`config.mk`:
```
export PLATFORM = sky130hd
export DESIGN_NAME = uart_rx
export DESIGN_NICKNAME = d
export VERILOG_FILES = /design/src/rtl/uart_rx.sv
export SDC_FILE = /design/constraint.sdc
export NUM_CORES = 1
export LEC_CHECK = 0
export ABC_AREA = 1
export ABC_CLOCK_PERIOD_IN_PS = 2400
export BUFFER_PORTS_ARGS = -buffer_cell sky130_fd_sc_hd__buf_2
export CAP_MARGIN = 0
export CORE_ASPECT_RATIO = 1.4
export CORE_MARGIN = 5
export CORE_UTILIZATION = 50
export DETAILED_ROUTE_END_ITERATION = 12
export PLACE_DENSITY_LB_ADDON = 0.3
export REMOVE_ABC_BUFFERS = 1
export SLEW_MARGIN = 20
export SYNTH_ARGS = -nofsm -noshare
export SYNTH_HDL_FRONTEND = slang
export SYNTH_SLANG_ARGS = --single-unit
```
`constraint.sdc`:
```
create_clock -name clk_i -period 2.4 [get_ports clk_i]
set_input_delay 0.24 -clock clk_i [delete_from_list [all_inputs] [get_ports clk_i]]
set_output_delay 0.24 -clock clk_i [all_outputs]
set_load 0.05 [all_outputs]
```
`src/rtl/uart_rx.sv`:
```
// ----------------------------------------------------------------------------
// UartRx: 8N1 serial receiver with a small receive FIFO.
//
// The incoming line is double-flopped, then a five-state FSM times each bit
// from a bit-period down-counter. It samples mid-bit and assembles bytes
// LSB first. Finished bytes land in a DEPTH-entry circular FIFO that the
// consumer drains with ack.
//
// Ports:
//   clk_i      - system clock, all state changes on its rising edge
//   reset_i    - asynchronous active-high reset
//   prescaler  - bit period minus one, in clk_i cycles
//   rx         - asynchronous serial input, idle high
//   data       - FIFO head byte, meaningful only while have_next is high
//   have_next  - FIFO holds at least one byte
//   ack        - pop the head byte (ignored when the FIFO is empty)
//   frame_err  - one-cycle pulse when a stop bit is sampled low
//   overrun    - one-cycle pulse when a finished byte is lost to a full FIFO
// ----------------------------------------------------------------------------
module uart_rx #(
    parameter int DEPTH = 4
) (
    input  logic        clk_i,
    input  logic        reset_i,
    input  logic [31:0] prescaler,
    input  logic        rx,
    output logic [7:0]  data,
    output logic        have_next,
    input  logic        ack,
    output logic        frame_err,
    output logic        overrun
);

    localparam int AW = $clog2(DEPTH);
    localparam logic [AW:0] PTR_ONE = 1;

    // Fixed encodings let debug tools and benches name states by value.
    typedef enum logic [2:0] {
        IDLE  = 3'd0,
        START = 3'd1,
        DATA  = 3'd2,
        STOP  = 3'd3,
        BREAK = 3'd4
    } state_t;

    state_t      state_q, state_d;
    logic [31:0] cnt_q, cnt_d;
    logic [2:0]  idx_q, idx_d;
    logic [7:0]  shift_q, shift_d;
    logic        rxMeta_q, rxSync_q;
    logic        frameErr_q, frameErr_d;
    logic        overrun_q;
    logic        push, pop, full, pushOk;
    logic [AW:0] wrPtr_q, rdPtr_q;
    logic [7:0]  mem [DEPTH];

    // Two-flop synchronizer. It resets to the idle level so that reset
    // release never looks like a start bit.
    always_ff @(posedge clk_i or posedge reset_i) begin
        if (reset_i) begin
            rxMeta_q <= 1'b1;
            rxSync_q <= 1'b1;
        end else begin
            rxMeta_q <= rx;
            rxSync_q <= rxMeta_q;
        end
    end

    // Receiver state registers.
    always_ff @(posedge clk_i or posedge reset_i) begin
        if (reset_i) begin
            state_q    <= IDLE;
            cnt_q      <= '0;
            idx_q      <= '0;
            shift_q    <= '0;
            frameErr_q <= 1'b0;
            overrun_q  <= 1'b0;
        end else begin
            state_q    <= state_d;
            cnt_q      <= cnt_d;
            idx_q      <= idx_d;
            shift_q    <= shift_d;
            frameErr_q <= frameErr_d;
            overrun_q  <= push & full & ~pop;
        end
    end

    // Bit-timing FSM. The start bit is checked half a period after the
    // falling edge. Every later sample happens one full period after the
    // previous one. push is raised for exactly the stop-sample cycle.
    always_comb begin
        state_d    = state_q;
        cnt_d      = cnt_q;
        idx_d      = idx_q;
        shift_d    = shift_q;
        push       = 1'b0;
        frameErr_d = 1'b0;
        case (state_q)
            IDLE: begin
                if (!rxSync_q) begin
                    cnt_d   = prescaler >> 1;
                    state_d = START;
                end
            end
            START: begin
                if (cnt_q != 32'd0) begin
                    cnt_d = cnt_q - 32'd1;
                end else if (!rxSync_q) begin
                    cnt_d   = prescaler;
                    idx_d   = 3'd0;
                    state_d = DATA;
                end else begin
                    state_d = IDLE;
                end
            end
            DATA: begin
                if (cnt_q != 32'd0) begin
                    cnt_d = cnt_q - 32'd1;
                end else begin
                    shift_d = {rxSync_q, shift_q[7:1]};
                    cnt_d   = prescaler;
                    idx_d   = idx_q + 3'd1;
                    if (idx_q == 3'd7) begin
                        state_d = STOP;
                    end
                end
            end
            STOP: begin
                if (cnt_q != 32'd0) begin
                    cnt_d = cnt_q - 32'd1;
                end else if (rxSync_q) begin
                    push    = 1'b1;
                    state_d = IDLE;
                end else begin
                    frameErr_d = 1'b1;
                    state_d    = BREAK;
                end
            end
            BREAK: begin
                if (rxSync_q) begin
                    state_d = IDLE;
                end
            end
            default: begin
                state_d = IDLE;
            end
        endcase
    end

    // The extra pointer MSB tells full apart from empty. When the FIFO is
    // full and a pop happens in the same cycle, the write reuses the slot
    // that is being freed.
    assign have_next = (wrPtr_q != rdPtr_q);
    assign full      = (wrPtr_q[AW-1:0] == rdPtr_q[AW-1:0]) &&
                       (wrPtr_q[AW] != rdPtr_q[AW]);
    assign pop       = ack & have_next;
    assign pushOk    = push & (~full | pop);
    assign data      = mem[rdPtr_q[AW-1:0]];
    assign frame_err = frameErr_q;
    assign overrun   = overrun_q;

    // FIFO pointers. Reset clears them, which discards any stored bytes.
    always_ff @(posedge clk_i or posedge reset_i) begin
        if (reset_i) begin
            wrPtr_q <= '0;
            rdPtr_q <= '0;
        end else begin
            if (pop) begin
                rdPtr_q <= rdPtr_q + PTR_ONE;
            end
            if (pushOk) begin
                wrPtr_q <= wrPtr_q + PTR_ONE;
            end
        end
    end

    // FIFO storage. It needs no reset because the pointers decide validity.
    always_ff @(posedge clk_i) begin
        if (pushOk) begin
            mem[wrPtr_q[AW-1:0]] <= shift_q;
        end
    end

endmodule

```
==> impl_metrics.ini, run 1 <==
[synthesis]
yosys.area.top_type = dfrtp_1
postSynthCellCount = 750
yosysWarningCount = 0
synth-simple-area-share_pct = 35.9
synth-edff-count = 32
synth_area_sq_um = 5610
synth.top_cell.area_share_pct = 24.1
synth-compound-area-share_pct = 5.74
synth.avg_cell_area_sq_um = 7.48
yosysSeqAreaShare_pct = 42.2
synth_fa_ha_area_share_pct = 1.79
synth_flop_cell = dfrtp_1
synth.area.mux_share_pct = 1.87
synth_top_family_by_area = simple AND/OR/NAND/NOR gates
async_reset_ff_share_pct = 63.6
ys_types = 39
synth_xor_area_share_pct = 4.37
yosys-top-cells-area = dfrtp_1 (24%), edfxtp_1 (17%), nand2_1 (16%), nor2_1 (6.0%), nand3_1 (5.9%)
synth_seq_cells = 88

[placed_design]
place_inst = 930
placed_area_sq_um = 6020
gp_congestion = 0.966
dp_hpwl_microns = 10100
io_buffers = 46

[timing]
worstMarginPinSlew_ns = 0.712
period_minus_slack_ns = 2.20
hold_violations = 0
max_clock_freq_mhz = 455
rsz0062_at_grt = no
setup_violations = 0
fin_worst_skew_ns = 0.00771
fin_setup_tns_ns = 0
final.period_utilization_pct = 91.6
finalMaxSlewViolations = 0
relSlewSlack_pct = 52.5

[die]
chipWidth_microns = 99.5
dieArea_sq_um = 13500
fp-row-count = 45
io_pins = 47
die_y_microns = 135
start_util_pct = 51.3
coreArea_sq_um = 10900

[power_and_ir_drop]
combPwrFrac_pct = 28.7
p_leak_nw = 3.21
p_sw_share_pct = 36.8
p_int_mw = 3.35
power_density_nw_per_um2 = 833
ir_drop_uv = 444
switchingPower_mw = 1.95
power_frac_seq_pct = 41.9
pwr-share-clk_pct = 29.4

[cts]
cts_made_buffers = 9
clk_latency_ns = 0.34
htreeDepth = 3
clockRootBuffer = clkbuf_16
cts_tree = done
post_cts_buffers = 0
cts.clk_slew.worst_paths_ns = 0.07
cts_sinks = 88
cts_buffer_depth = 2

[drt]
avgRoutedWirePerCell_microns = 14.8
vias = 4984
post_drt_via_cell_ratio = 5.26
postRouteAntennaNets = 0
wl_microns = 14100
drt_first_iter_violations = 286
drc = 0
first_pass_iters = 7

[min_path]
hp-class = input pin to asynchronous set/reset pin

[run]
cap_violations = 0

[critical_path]
worst-path-stages = 11
cp-end-kind = register
cp_top_family = simple AND/OR/NAND/NOR gates
r2r-end = cnt_q[12]$_DFFE_PP0P_
reg2reg_from = cnt_q[0]$_DFFE_PP0P_
required_ns = 2.60
rr_worst_depth = 11
crit_type = register to register
path_buf_inv = 2
max_stage_delay_ns = 0.39
crit_chain = inv_2, ha_1, nand2_4, nor2_4, nand2_2, nor2_4, nand4_4, nand2_2, inv_2, nand2_1, o21ai_1
cp_slowest_cell = dfrtp_1
cp.arrival_ns = 2.40
ff2ff_setup_slack_ns = 0.20
start_kind = register
path_max_fanout = 40

[grt]
grt_pass1_vias = 5031
antenna_found_initial = 0
grt_pass1_wl_microns = 23200
gr-usage-all-layers_pct = 21.5
grt_max_degree = 41
grt_overflow = 0

[finish]
final_cells = 947
antenna_cells = 0
final_layout_size_suffix_gt1_share_pct = 15.8
nFillCells = 1015
nets = 845
area_growth_pct = 13.4
final_area_sq_um = 6360

[outcome]
outcome = finished clean
-- cell type report --
class	instances	area [sq um]	share of cell area (%)
Clock buffer	9	225	3.54
Clock inverter	7	101	1.59
Inverter	85	319	5.02
Multi-Input combinational cell	554	2790	43.8
Sequential cell	88	2370	37.2
Tap cell	141	176	2.77
Timing Repair Buffer	63	385	6.06
-- flip-flops by register name, summed over array words and instances (netlist names) --
signal	flops
cnt_q	32
frame_err	1
idx_q	3
mem	32
overrun	1
rdPtr_q	3
rxMeta_q	1
rxSync_q	1
shift_q	8
state_q	3
wrPtr_q	3
-- cells in the final DEF, fill, tap and decap left out, drive strengths merged, types with 16 or more instances in the layout --
cell and n:
nand2 251, dfrtp 54, edfxtp 32, o21ai 33
nand4 17, nand3 66, nor2 106, inv 87
xor2 16, buf 62
-- layer usage --
layer,track usage [%],vias to the layer above,routed length [microns]
li1,-,2499,-
met4,10.2,0,466
met5,0,-,0
met3,2.63,33,455
met2,41.4,104,7610
met1,22.8,2348,5520
-- cells in the mapped netlist, types with 2 or more instances --
cell        n
o211ai_1    2
nor2_2     10
clkbuf_1    8
buf_6       3
dfrtp_1    54
nor2_4      5
nand3_1    66
nand4_1    15
nor3_1      8
o21ai_1    11
buf_2       9
or2_2       3
inv_1      78
ha_1        8
o22ai_1     8
nand2_4     2
a21oi_1    12
nor2_8      2
mux2_4      7
xnor2_1    12
xor2_1     16
o21ai_0    22
nor2_1     89
inv_2       6
nand4_4     2
nand2_2     5
dfstp_2     2
nand2_1   243
edfxtp_1   32
-- cell families after synthesis --
| family | Yosys count |
|---|---|
| buffers and inverters | 108 |
| flip-flops | 88 |
| AND/OR/NAND/NOR | 452 |
| XOR/XNOR | 28 |
| adder cells (fa/ha/maj) | 8 |
| multiplexers | 7 |
| AO/OA/AOI/OAI | 59 |
-- how the worst max path moves through the flow --
stage / startpoint / endpoint
after floorplan: cnt_q[0]$_DFFE_PP0P_ / mem[2][0]$_DFFE_PP_
after global placement: cnt_q[0]$_DFFE_PP0P_ / mem[2][5]$_DFFE_PP_
after detailed placement: cnt_q[0]$_DFFE_PP0P_ / mem[2][4]$_DFFE_PP_
after CTS: rdPtr_q[0]$_DFFE_PP0P_ / data[6]
after global routing: cnt_q[0]$_DFFE_PP0P_ / cnt_q[10]$_DFFE_PP0P_
final: cnt_q[0]$_DFFE_PP0P_ / cnt_q[12]$_DFFE_PP0P_
-- power groups by stage --
stage	logic, mW	clock network [mW]	registers [mW]
2_1_floorplan	1.21	0	2.13
3_3_place_gp	1.46	0	2.22
3_5_place_dp	1.50	0	2.23
4_1_cts	1.52	1.57	2.21
5_1_grt	1.73	1.63	2.26
6_report	1.52	1.56	2.22
-- through the flow --
| stage | utilization (%) | power [mW] | worst slack [ns] | hold WS, ns |
|---|---|---|---|---|
| 2_1_floorplan | - | 3.34 | 0.0858 | 0.244 |
| 3_3_place_gp | 55.1 | 3.68 | 0.217 | 0.350 |
| 3_5_place_dp | 55.1 | 3.73 | 0.185 | 0.351 |
| 4_1_cts | 58.2 | 5.30 | 0.0494 | 0.0236 |
| 5_1_grt | 58.2 | 5.63 | 0.0253 | 0.0635 |
| 6_report | 58.2 | 5.30 | 0.201 | 0.0000380 |
-- timing repair --
action | 4_1_cts | 5_1_grt
hold buffers | 1 | 0
endpoints found under the setup margin | 0 | 32
resized for setup | 0 | 2
endpoints found under the hold margin | 1 | 0
(Power assumes the default switching activity.)
==> run 2, diff against run 1 <==
--- a/config.mk
+++ b/config.mk
@@ -6,7 +6,7 @@
 export NUM_CORES = 1
 export LEC_CHECK = 0
 export ABC_AREA = 1
-export ABC_CLOCK_PERIOD_IN_PS = 2400
+export ABC_CLOCK_PERIOD_IN_PS = 2000
 export BUFFER_PORTS_ARGS = -buffer_cell sky130_fd_sc_hd__buf_2
 export CAP_MARGIN = 0
 export CORE_ASPECT_RATIO = 1.4
==> constraint.sdc (replaced) <==
create_clock -name clk_i -period 2 [get_ports clk_i]
set_input_delay 0.2 -clock clk_i [delete_from_list [all_inputs] [get_ports clk_i]]
set_output_delay 0.2 -clock clk_i [all_outputs]
set_load 0.05 [all_outputs]
==> run 2 against run 1 <==
  * Count of clock-buffer cells in the layout rose by 1
  * Worst hold slack improved by 0.17 ns
  * Non-clock buffer count rose by 36
  * Critical path depth fell by 2
  * Sequential share of layout area fell by 2.0 points
  * Largest cell class unchanged
  * Combinational power rose by 47%
  * Critical endpoint is now mem[1][7]$_DFFE_PP_
  * Clock skew rose by 0.0032 ns
  * Setup slack got worse by 0.12 ns
  * Critical path type unchanged
  * Core utilization rose by 3.4 points
==> impl_metrics.ini, run 2 (synthesis results as in run 1) <==
[timing]
max_clock_freq_mhz = 520
setup_slack_ns = 0.0782
rsz0062_at_grt = yes
setup_violations = 0
relSlewSlack_pct = 70.8
worstMarginPinSlew_ns = 0.438
finalMaxSlewViolations = 0
fin_worst_skew_ns = 0.0109
hold_violations = 0
final.period_utilization_pct = 96.1
period_minus_slack_ns = 1.92

[min_path]
hold_end = rdPtr_q[2]$_DFFE_PP0P_
hp-start = ack
hold_path_depth = 3
hp-class = input pin to register

[grt]
grt_overflow = 0
grt_pass1_vias = 5105
antenna_found_initial = 0
grt_pass1_wl_microns = 24100
grt_max_degree = 57
gr-usage-all-layers_pct = 22.4

[critical_path]
path_buf_inv = 3
max_stage_delay_ns = 0.40
start_kind = register
cp.arrival_ns = 1.97
reg2reg_from = cnt_q[0]$_DFFE_PP0P_
crit_chain = inv_2, ha_4, nand3_2, nor2_2, nand4_1, inv_2, nand4_1, nor2_1, buf_4
cp_top_family = simple AND/OR/NAND/NOR gates
ff2ff_setup_slack_ns = 0.08
required_ns = 2.05
crit_type = register to register
path_max_fanout = 8
cp-end-kind = register
cp_slowest_cell = dfrtp_1
r2r-end = mem[1][7]$_DFFE_PP_
rr_worst_depth = 9

[placed_design]
dp_worst_setup_slack_ns = -0.0458
gp_congestion = 0.979
dp_hpwl_microns = 10800
placed_area_sq_um = 6250
io_buffers = 46

[drt]
met2_length_microns = 7890
wl_microns = 14800
post_drt_via_cell_ratio = 5.23
avgRoutedWirePerCell_microns = 15.0
top_layer_used = met4
drc = 0
vias = 5141
first_pass_iters = 5
drt_first_iter_violations = 361
drt-met1-wl_microns = 5650
postRouteAntennaNets = 0
dr_wl_met3_microns = 623

[cts]
cts_made_buffers = 9
clk_latency_ns = 0.35
cts_tree = done
clockRootBuffer = clkbuf_16
cts_buffer_depth = 2
cts_sinks = 88
cts.clk_slew.worst_paths_ns = 0.07
htreeDepth = 3

[die]
coreArea_sq_um = 10900
io_pins = 47
fp-row-count = 45
die_y_microns = 135
chipWidth_microns = 99.5
dieArea_sq_um = 13500
start_util_pct = 51.3

[finish]
nets = 881
utilization_pct = 61.6
final_common_cell = nand2_1
area_growth_pct = 20.0
final_area_sq_um = 6730
final_layout_size_suffix_gt1_share_pct = 21.0
final_cell_mix = nand2_1 (238), nor2_1 (82), inv_1 (75), nand3_1 (65), dfrtp_1 (53)
antenna_cells = 0

[power_and_ir_drop]
power_density_nw_per_um2 = 979
ir_drop_uv = 613
p_leak_nw = 3.38

[run]
cap_violations = 0

[outcome]
outcome = finished clean
-- run 2: changes by cell type in the layout (fill, tap and decap cells not counted), sizes merged --
cell,delta
clkinv,-1
inv,-1
bufinv,-1
buf,+34
clkbuf,+2
clkinvlp,+2
dlygate4sd3,+1
-- run 2: area by class of cell --
cell class / instances / area (sq um)
multi-input combinational: 554 / 2840
fill: 1002 / 4190
timing repair buffer: 99 / 708
inverter: 85 / 325
clock buffer: 10 / 239
tap: 141 / 176
sequential: 88 / 2370
clock inverter: 6 / 73.8
-- run 2: how the worst max path moves through the flow --
stage / endpoint / slack (ns) / cells after the start / from
finish: mem[1][7]$_DFFE_PP_ / 0.08 / 9 / cnt_q[0]$_DFFE_PP0P_
detailed placement: cnt_q[29]$_DFFE_PP0P_ / -0.05 / 8 / state_q[1]$_DFFE_PP0P_
global placement: mem[3][6]$_DFFE_PP_ / 0.01 / 9 / cnt_q[0]$_DFFE_PP0P_
floorplan: mem[1][0]$_DFFE_PP_ / -0.31 / 8 / cnt_q[0]$_DFFE_PP0P_
CTS: mem[1][0]$_DFFE_PP_ / 0.004 / 9 / cnt_q[0]$_DFFE_PP0P_
global route: mem[1][0]$_DFFE_PP_ / -0.04 / 9 / cnt_q[0]$_DFFE_PP0P_
-- run 2: per-stage QoR --
step / power, mW / hold slack (ns) / TNS, ns / instances
finish: 6.58 / 0.169 / 0 / 983
global route: 7.04 / 0.209 / -0.497 / 983
CTS: 6.46 / 0.165 / 0 / 976
detailed placement: 4.68 / 0.280 / -0.907 / 958
global placement: 4.62 / 0.277 / 0 / 958
floorplan: 4.00 / 0.204 / -10.27 / 727
-- run 2: layer usage --
| layer | track usage, % | vias to the layer above |
|---|---|---|
| li1 | - | 2568 |
| met1 | 24.6 | 2389 |
| met2 | 41.6 | 142 |
| met3 | 3.19 | 42 |
| met4 | 11.1 | 0 |
| met5 | 0 | - |
-- run 2: worst reg2reg max path, cell delays in order, from the launching register on --
cell,delay [ns]
dfrtp_1,0.40
inv_2,0.09
ha_4,0.17
nand3_2,0.11
nor2_2,0.15
nand4_1,0.16
inv_2,0.11
nand4_1,0.13
nor2_1,0.13
buf_4,0.18
-- run 2: where the power goes --
part | leakage, nW | internal, mW | switching, mW
Clock | 0.148 | 1.02 | 0.755
Sequential | 1.05 | 2.19 | 0.393
Combinational | 2.19 | 0.948 | 1.28
Total | 3.38 | 4.16 | 2.43
-- run 2: timing repair --
item | in CTS | in global routing
endpoints found under the setup margin | 44 | 81
hold endpoints to repair | 55 | 0
buffers inserted | 0 | 6
hold buffers | 2 | 0
cloned | 0 | 1
resized for setup | 3 | 20
pin swaps | 0 | 5
==> run 3, diff against run 2 <==
--- a/config.mk
+++ b/config.mk
@@ -10,7 +10,7 @@
 export BUFFER_PORTS_ARGS = -buffer_cell sky130_fd_sc_hd__buf_2
 export CAP_MARGIN = 0
 export CORE_ASPECT_RATIO = 1.4
-export CORE_MARGIN = 5
+export CORE_MARGIN = 1
 export CORE_UTILIZATION = 50
 export DETAILED_ROUTE_END_ITERATION = 12
 export PLACE_DENSITY_LB_ADDON = 0.3
==> run 3 against run 2 <==
  * Cell count is 0.10% higher
  * Die area is 13% lower
  * Wire length is 1.3% lower
  * Highest routed layer unchanged
  * First-iteration DRC count is 30% lower
  * Largest cell class unchanged
  * Largest power group unchanged
  * Clock skew is 0.0019 ns lower
  * Combinational power is 4% higher
  * Non-clock buffer count is 1 higher
  * Register-to-register slack better by 0.03 ns
  * Flip-flop and latch count stayed put
  * Clock power is 8% higher
==> impl_metrics.ini, run 3 (synthesis results as in run 1) <==
[finish]
nFillCells = 959
final_layout_size_suffix_gt1_share_pct = 20.4
final_common_cell = nand2_1
final_area_sq_um = 6740
area_growth_pct = 20.2
antenna_cells = 0
final_cells = 984
nets = 882
utilization_pct = 62.0
final_cell_mix = nand2_1 (242), nor2_1 (86), inv_1 (76), nand3_1 (65), dfrtp_1 (53)

[critical_path]
path_common_cell = nor2_1
cp.arrival_ns = 2.16
critPathLaunch = state_q[1]$_DFFE_PP0P_
cp-end-kind = register
cp_top_family = simple AND/OR/NAND/NOR gates
path_buf_inv = 2
reg2reg_from = state_q[1]$_DFFE_PP0P_
worst-path-stages = 8
crit_chain = nor2_1, inv_1, nor3_2, nor2_1, nand2_2, inv_4, nor2_1, a21oi_1
r2r-end = cnt_q[28]$_DFFE_PP0P_
path_max_fanout = 40
max_stage_delay_ns = 0.42
crit_type = register to register
crit_end = cnt_q[28]$_DFFE_PP0P_
rr_worst_depth = 8
ff2ff_setup_slack_ns = 0.10
start_kind = register
required_ns = 2.26
cp_slowest_cell = dfrtp_1

[power_and_ir_drop]
switchingPower_mw = 2.43
ir_drop_uv = 510
power_density_nw_per_um2 = 1010
power_frac_seq_pct = 37.6
pwr-share-clk_pct = 28.3
total_power_mw = 6.79
combPwrFrac_pct = 34.1
p_int_mw = 4.36
p_leak_nw = 3.40
p_sw_share_pct = 35.8

[placed_design]
place_inst = 961
dp_hpwl_microns = 10900
placed_area_sq_um = 6260
io_buffers = 46
dp_worst_setup_slack_ns = -0.0276
gp_congestion = 0.963

[drt]
avgRoutedWirePerCell_microns = 14.8
drt-met1-wl_microns = 5770
vias = 5207
first_pass_iters = 5
dr_wl_met3_microns = 427
post_drt_via_cell_ratio = 5.29
postRouteAntennaNets = 0
drt_first_iter_violations = 253
top_layer_used = met4
wl_microns = 14600
met2_length_microns = 7900
drc = 0

[timing]
period_minus_slack_ns = 1.90
rsz0062_at_grt = yes
fin_worst_skew_ns = 0.00904
fin_setup_tns_ns = 0
max_clock_freq_mhz = 527
worstMarginPinSlew_ns = 0.539
relSlewSlack_pct = 64.0
final.period_utilization_pct = 94.8
hold_ws_ns = 0.157
hold_violations = 0
setup_slack_ns = 0.104
setup_violations = 0
finalMaxSlewViolations = 0

[cts]
clk_latency_ns = 0.35
cts_tree = done
htreeDepth = 3
cts_made_buffers = 9
cts_sinks = 88
clockRootBuffer = clkbuf_16
cts.clk_slew.worst_paths_ns = 0.06
cts_buffer_depth = 2

[grt]
grt_pass1_wl_microns = 23800
grt_max_degree = 41
gr-usage-all-layers_pct = 26.3
grt_pass1_vias = 5072
antenna_found_initial = 0
grt_overflow = 0

[min_path]
hp-start = ack
hp-class = input pin to register

[outcome]
outcome = finished clean

[die]
coreArea_sq_um = 10900
chipWidth_microns = 91.5
fp-row-count = 45
io_pins = 47
dieArea_sq_um = 11600
die_y_microns = 127
start_util_pct = 51.6

[run]
cap_violations = 0
run 3: what timing repair did:
item,in CTS,in global routing
endpoints found under the setup margin,35,67
hold endpoints to repair,22,0
gates resized for setup,2,16
pin swaps,1,3
buffers inserted,0,5
hold buffers,2,0
run 3: metal layers:
layer | GRT usage (%) | vias up
met2 | 50.8 | 142
met4 | 12.0 | 0
met1 | 28.1 | 2458
met3 | 3.39 | 38
li1 | - | 2569
met5 | 0 | -
run 3: worst min path at each step:
stage	endpoint	slack, ns	cells past startpoint
3_5_place_dp	rdPtr_q[2]$_DFFE_PP0P_	0.27	2
3_3_place_gp	wrPtr_q[2]$_DFFE_PP0P_	0.27	2
2_1_floorplan	rxMeta_q$_DFF_PP1_	0.20	0
5_1_grt	rdPtr_q[2]$_DFFE_PP0P_	0.19	3
6_report	rdPtr_q[2]$_DFFE_PP0P_	0.16	3
4_1_cts	rdPtr_q[2]$_DFFE_PP0P_	0.16	3
run 3: power groups by stage:
stage | registers (mW) | logic (mW) | clock network [mW]
4_1_cts | 2.52 | 2.20 | 1.94
3_3_place_gp | 2.54 | 2.12 | 0
5_1_grt | 2.59 | 2.60 | 2.02
3_5_place_dp | 2.55 | 2.18 | 0
2_1_floorplan | 2.56 | 1.45 | 0
6_report | 2.55 | 2.32 | 1.92
run 3: area by class of cell:
type / count / area, sq um / share of cell area [%]
multi-input combinational: 554 / 2840 / 42.2
sequential: 88 / 2370 / 35.1
timing repair buffer: 100 / 682 / 10.1
inverter: 85 / 325 / 4.83
clock buffer: 10 / 250 / 3.71
tap: 141 / 176 / 2.62
clock inverter: 6 / 96.3 / 1.43
run 3: worst register-to-register path: stages (launching register included):
cell and delay, ns:
dfrtp_1 0.42, nor2_1 0.08, inv_1 0.10, nor3_2 0.06, nor2_1 0.40, nand2_2 0.16, inv_4 0.35, nor2_1 0.12
a21oi_1 0.15
